`src/rtl/forward_hazard_unit.sv`:
```
// Operand-forwarding selects/data for the EX operand mux, registered at ID/EX,
// plus load-use stall detection against the instruction in EX.
module forward_hazard_unit #(
  parameter int N = 24,
  parameter int R = 4
) (
  input  logic         clk,
  input  logic         rst,
  input  logic         id_valid,
  input  logic [R-1:0] id_rs1,
  input  logic [R-1:0] id_rs2,
  input  logic [R-1:0] id_rs3,
  input  logic         id_use1,
  input  logic         id_use2,
  input  logic         id_use3,
  input  logic         ex_regWrite,
  input  logic         ex_memToReg,
  input  logic [R-1:0] ex_rd,
  input  logic [N-1:0] ex_aluResult,
  input  logic [N-1:0] mem_readData,
  input  logic         flush,
  output logic         stall,
  output logic         Fa,
  output logic         Fb,
  output logic         Fc,
  output logic [N-1:0] Forward1,
  output logic [N-1:0] Forward2,
  output logic [N-1:0] Forward3,
  output logic [15:0]  stallCount
);

  logic         mem_valid;
  logic         mem_load;
  logic [R-1:0] mem_rd;
  logic [N-1:0] mem_alu;
  logic         wb_valid;
  logic [R-1:0] wb_rd;
  logic [N-1:0] wb_value;

  logic [R-1:0] rs    [3];
  logic [2:0]   use_v;
  logic [2:0]   ex_hit;
  logic [2:0]   sel_hit;
  logic [N-1:0] sel_data [3];
  logic         clear_out;

  always_comb begin
    rs[0] = id_rs1;
    rs[1] = id_rs2;
    rs[2] = id_rs3;
    use_v = {id_use3, id_use2, id_use1};
  end

  // Per-source producer match in priority order EX > MEM > WB; r0 never forwards.
  always_comb begin
    ex_hit = '0;
    for (int k = 0; k < 3; k++) begin
      sel_hit[k]  = 1'b0;
      sel_data[k] = '0;
      ex_hit[k]   = use_v[k] && (rs[k] == ex_rd);
      if (use_v[k] && rs[k] != '0) begin
        if (ex_regWrite && ex_rd == rs[k]) begin
          sel_hit[k]  = 1'b1;
          sel_data[k] = ex_aluResult;
        end else if (mem_valid && mem_rd == rs[k]) begin
          sel_hit[k]  = 1'b1;
          sel_data[k] = mem_load ? mem_readData : mem_alu;
        end else if (wb_valid && wb_rd == rs[k]) begin
          sel_hit[k]  = 1'b1;
          sel_data[k] = wb_value;
        end
      end
    end
  end

  assign stall = id_valid && !flush && ex_regWrite && ex_memToReg &&
                 (ex_rd != '0) && (|ex_hit);

  assign clear_out = stall || flush || !id_valid;

  always_ff @(posedge clk) begin
    if (rst) begin
      mem_valid  <= 1'b0;
      mem_load   <= 1'b0;
      mem_rd     <= '0;
      mem_alu    <= '0;
      wb_valid   <= 1'b0;
      wb_rd      <= '0;
      wb_value   <= '0;
      stallCount <= '0;
      Fa         <= 1'b0;
      Fb         <= 1'b0;
      Fc         <= 1'b0;
      Forward1   <= '0;
      Forward2   <= '0;
      Forward3   <= '0;
    end else begin
      // Tracker shifts every cycle; a stall bubble shows up via ex_regWrite=0.
      mem_valid <= ex_regWrite;
      mem_load  <= ex_memToReg;
      mem_rd    <= ex_rd;
      mem_alu   <= ex_aluResult;
      wb_valid  <= mem_valid;
      wb_rd     <= mem_rd;
      wb_value  <= mem_load ? mem_readData : mem_alu;
      if (stall && stallCount != 16'hFFFF)
        stallCount <= stallCount + 16'd1;
      if (clear_out) begin
        Fa       <= 1'b0;
        Fb       <= 1'b0;
        Fc       <= 1'b0;
        Forward1 <= '0;
        Forward2 <= '0;
        Forward3 <= '0;
      end else begin
        Fa       <= sel_hit[0];
        Fb       <= sel_hit[1];
        Fc       <= sel_hit[2];
        Forward1 <= sel_data[0];
        Forward2 <= sel_data[1];
        Forward3 <= sel_data[2];
      end
    end
  end

endmodule

```
`config.mk`:
```
export PLATFORM = sky130hd
export DESIGN_NAME = forward_hazard_unit
export DESIGN_NICKNAME = d
export VERILOG_FILES = /design/src/rtl/forward_hazard_unit.sv
export SDC_FILE = /design/constraint.sdc
export NUM_CORES = 1
export LEC_CHECK = 0
export CORE_ASPECT_RATIO = 0.8
export CORE_UTILIZATION = 53
export DETAILED_ROUTE_END_ITERATION = 8
export MAX_ROUTING_LAYER = met4
export PLACE_DENSITY = 0.94
export SLEW_MARGIN = 10
export SYNTH_ARGS = -nofsm -noshare
export SYNTH_HDL_FRONTEND = slang
export SYNTH_SLANG_ARGS = --single-unit
export TNS_END_PERCENT = 50
```
`constraint.sdc`:
```
create_clock -name clk -period 5.6 [get_ports clk]
set_input_delay 1.4 -clock clk [delete_from_list [all_inputs] [get_ports clk]]
set_output_delay 1.4 -clock clk [all_outputs]
set_load 0.05 [all_outputs]
```
# After elaboration in Yosys (flattened, before gate mapping)
# Index checks and enable logic that the tools add are counted.
[totals]
register_bits = 150
latch_bits = 0
ramBits = 0
rom_bits = 0
input_bits = 73
output_inout_bits = 92
word_cells = 83
n_memories = 0
[classes]
add_sub_neg = 1
multipliers = 0
n_div = 0
magnitude_cmp = 0
n_eq_ne = 13
shift = 0
mux = 19
n_bitwise = 3
n_reduce_logical = 33
[op_table]
columns = ["operator", "count"]
rows = [
  ["24-bit 2-to-1 mux", 10],
  ["4-bit equality test", 12],
  ["1-bit logical AND", 21],
  ["16-bit by 1-bit adder with 16-bit output, second input constant", 1],
  ["16-bit != test, second input constant", 1],
  ["4-bit nonzero test", 4],
  ["3-bit OR reduction", 4],
  ["1-bit 2-to-1 mux", 9],
  ["1-bit NOT", 3],
  ["1-bit zero test", 2],
  ["1-bit logical OR", 2],
]

# Depth between registers and ports, before layout
[logic_depth]
word_depth = 9
mapped_depth = 8
ltp_nobuf = 6

# Worst setup path before layout
# No wires, ideal clock.
[synth_timing]
kind = "input to output"
startpoint = "input ex_rd[1]"
endpoint = "output stall"
t_arrival_ns = 3.207
t_required_ns = 4.200
slack_ns = 0.993
cell_stages = 6
n_path_buf = 2
cell_sequence = "xor2_1 nor4_1 a222oi_1 clkbuf_1 buf_2 nor2_1"
[synth_via]
elab_chain_len = 4
word_cells_on_any_way = 10
cone_classes = "eq/ne (3); reduce/logical (7)"
[synth_rtl]
columns = ["item", "line_no", "text"]
rows = [
  ["start, declared", "18", "input logic [R-1:0] ex_rd,"],
  ["4-bit equality test", "60", "ex_hit[k] = use_v[k] && (rs[k] == ex_rd);"],
  ["1-bit logical AND", "60", ""],
  ["3-bit OR reduction", "77", "(ex_rd != '0) && (|ex_hit);"],
  ["1-bit logical AND (*)", "77", ""],
  ["end, declared", "22", "output logic stall,"],
]
# Every way passes the cells marked *; elsewhere a longest branch is shown, timed or not.

# Final worst setup path
# Ends and elaborated chain as after synthesis.

==> run summary <==
In this run, post-CTS repair resized a total of 0 instances. The number of endpoints with negative hold slack in the final report came out at 0. The overall die height is 102 µm.

The classification of the worst setup path is input pin to output port. The static leakage came out at 2.98 nW. After the last flow step, the layout net total stands at 970.

The number of instances in the synthesized netlist is 763. Data arrives at the worst endpoint at 3.51 ns. STA classifies the critical path endpoint as an output port. The time the worst path needs with I/O delays and setup is 4.91 ns. The number of core rows is 36. The number of antenna cells inserted came out at 0.

STA puts the critical path data required time at 4.20 ns. In the layout the commonest cells are clkdlybuf4s50_1 (162), dfxtp_1 (149), nor2_1 (101). VDD sags by at most 0.191 mV. The number of distinct library cells after synthesis came out at 40.

The setup-violating endpoint count in the final report is 0. The detailed-route vias per instance came out at 6.31. The quantity of I/O buffers inserted on ports came out at 164.

The number of levels in the clock H-tree came out at 4. Relative to the synthesized area, the layout overhead comes to 35.9%. Summed over all failing endpoints, the final setup total negative slack is 0 ns. The effective utilization at floorplan is 54.6%.

The die area is 13000 µm². The number of global-route vias before repair came out at 6486. Of the synthesized area, sequential elements account for 45.0%. CTS saw 150 sinks. The commonest non-fill, non-tap cell in the layout is clkdlybuf4s50_1. The total of flip-flops plus latches after synthesis came out at 150.

The worst path setup slack after routing is 0.686 ns. The biggest fanout along the worst timing path is 5. The clock-pin slew on the worst setup and hold paths is 0.06 ns. The initial DRC count came out at 877. In the finished design, the share of the clock period the worst path needs comes to 87.8%. The number of antenna violations at the first check in global routing came out at 0. The end-of-flow core utilization came out at 74.2%.

The slew of the pin with the lowest slew margin is 1.27 ns. Sorting the synthesized cells by area gives the leading types as dfxtp_1 (45%), a311oi_1 (6.3%), nor2_1 (5.8%), nand3_1 (4.4%), mux2_2 (4.2%). The min-delay analysis places its worst path in the category register to register. In this run the tightest slew margin relative to its limit is 15.2%. The type of element launching the critical path is an input pin. OpenSTA, run right after detailed placement, puts the worst setup slack at 0.680 ns. The clock tree root buffer cell is clkbuf_16. 165 I/O pins were placed. The average wire length per cell after detail routing is 19.9 µm. The number of iterations in the first detailed-routing pass is 5. The largest clock skew in the final design is 0.0123 ns.

The floorplan core area is 12200 µm². Buffers inserted during clock tree synthesis total 17. The remaining antenna violation count came out at 0. From left edge to right edge, the die measures 127 µm.

Of all cell types, the one taking the most synthesized area is dfxtp_1. The fmax is 0.203 GHz. Synthesis produced a netlist with a net count of 837. The number of hold-repair buffers added at the cts stage is 0. TritonCTS built the clock tree. For this run, the number of Yosys warnings is 0. The global-route wire length before repair came out at 33200 µm. The total instance count after detailed placement came out at 1048. The global-route usage over all layers is 34.4%. Entering global routing, the biggest net connects 77 pins.

For this design the ratio of total power to cell area is 279 nW/µm². The depth of the most critical reg-to-reg path is 5. The final wirelength is 21500 µm. The total power after layout is 2.53 mW. The share of post-route cells with drive strength above 1 came out at 9.69%. The global-route congestion overflow total came out at 0. The setup check on the worst reg-to-reg path leaves a slack of 2.89 ns. For this run, the number of standard cells in the final layout without fillers is 1079. The via count of the routed design came out at 6812.

The routability-driven placement congestion ratio came out at 0.839. The half-perimeter wire length after detailed placement is 13100 µm. The combined area of all synthesized cells is 6670 µm². The number of setup buffers added after CTS is 0. The worst-skew pair later-pin latency is 0.42 ns. The mean post-synth cell area is 8.74 µm². The number of buffers on the longest clock path is 2. Setup repair after global routing left no endpoint under its margin. The number of max-cap violations is 0. The flow ran to the end, and the final reports show no timing, DRC or antenna violations. The worst hold path passes through 2 cells. The top-area cell type share of the netlist area came out at 45.0%. The max-slew violation count was 0. The number of design rule violations left after detail routing is 0.
## metrics by stage
stage          hold slack [ns]  instance area, µm²
3_3_place_gp             0.481                8450
5_1_grt                  0.520                9060
4_1_cts                  0.500                9050
6_report                 0.504                9060
2_1_floorplan            0.474                6670
3_5_place_dp             0.492                8450
## cells in the mapped netlist
master / count
dfxtp_1: 150
nor2_1: 103
nand2_1: 60
nand3_1: 58
clkbuf_1: 57
a311oi_1: 48
nor2b_1: 36
a211oi_1: 25
a31oi_1: 25
mux2_2: 25
nor3_1: 25
mux2i_1: 24
xor2_1: 21
a21oi_1: 16
or4_1: 15
xnor2_1: 15
o31ai_1: 11
nor4_1: 7
buf_1: 5
nand4_1: 4
and3_1: 3
inv_1: 3
o2111ai_1: 3
o21ai_0: 3
or2_2: 3
or3_1: 3
or3b_2: 2
a221oi_1: 1
a222oi_1: 1
and2_1: 1
and4_1: 1
and4b_1: 1
buf_2: 1
ha_1: 1
nand2b_1: 1
nand4b_1: 1
nor3b_1: 1
o211ai_1: 1
o21bai_1: 1
o41ai_1: 1
## metal layers
layer	global-route usage, %	routed length (µm)	share of wire [%]
met1	41.5	8320	39
met2	55.2	10000	47
met3	7.28	2450	11
met4	16.7	680	3.2
met5	-	0	0
## worst max-delay path, stage by stage
cell,delay [ns]
clkdlybuf4s50_1,0.55
xor2_1,0.21
nor4_1,0.69
a222oi_1,0.21
nor2_1,0.28
buf_12,0.17
## power by group
group | internal [mW] | total, mW | switching [mW] | leakage [nW]
Clock | 0.743 | 1.18 | 0.435 | 0.306
Combinational | 0.103 | 0.237 | 0.134 | 1.45
Sequential | 1.09 | 1.11 | 0.0186 | 1.22
## final cells by class
cell class	instances	area, µm²
clock inverter	9	124
timing repair buffer	177	1740
clock buffer	22	484
inverter	3	11.3
sequential	150	3000
multi-input combinational	547	3480
tap	171	214
fill	879	3150
## final timing paths
kind,start,end
worst min-delay path,stallCount[9]$_SDFFE_PP0P_,stallCount[9]$_SDFFE_PP0P_
worst max register to register,mem_rd[0]$_SDFF_PP0_,Forward2[13]$_SDFF_PP0_
worst min register to register,stallCount[9]$_SDFFE_PP0P_,stallCount[9]$_SDFFE_PP0P_
worst max-delay path,ex_rd[1],stall
## registers in the layout, indices dropped and copies added, names as in the netlist
name        count
wb_valid        1
Fc              1
Forward1       24
Fb              1
mem_load        1
mem_valid       1
Forward3       24
Forward2       24
Fa              1
stallCount     16
wb_rd           4
wb_value       24
mem_alu        24
mem_rd          4
## cell families (layout without fill, tap and decap cells)
kind of cell	Yosys count	in the layout	share of synthesized area, %
simple gates	325	325	23.3
mux	49	49	7.83
fa+ha+maj	1	1	0.188
xor+xnor	36	36	4.73
compound gates	136	136	15.2
flops	150	150	45.0
buf+inv	66	211	3.73
No activity file was read; power rests on OpenSTA's default activity.
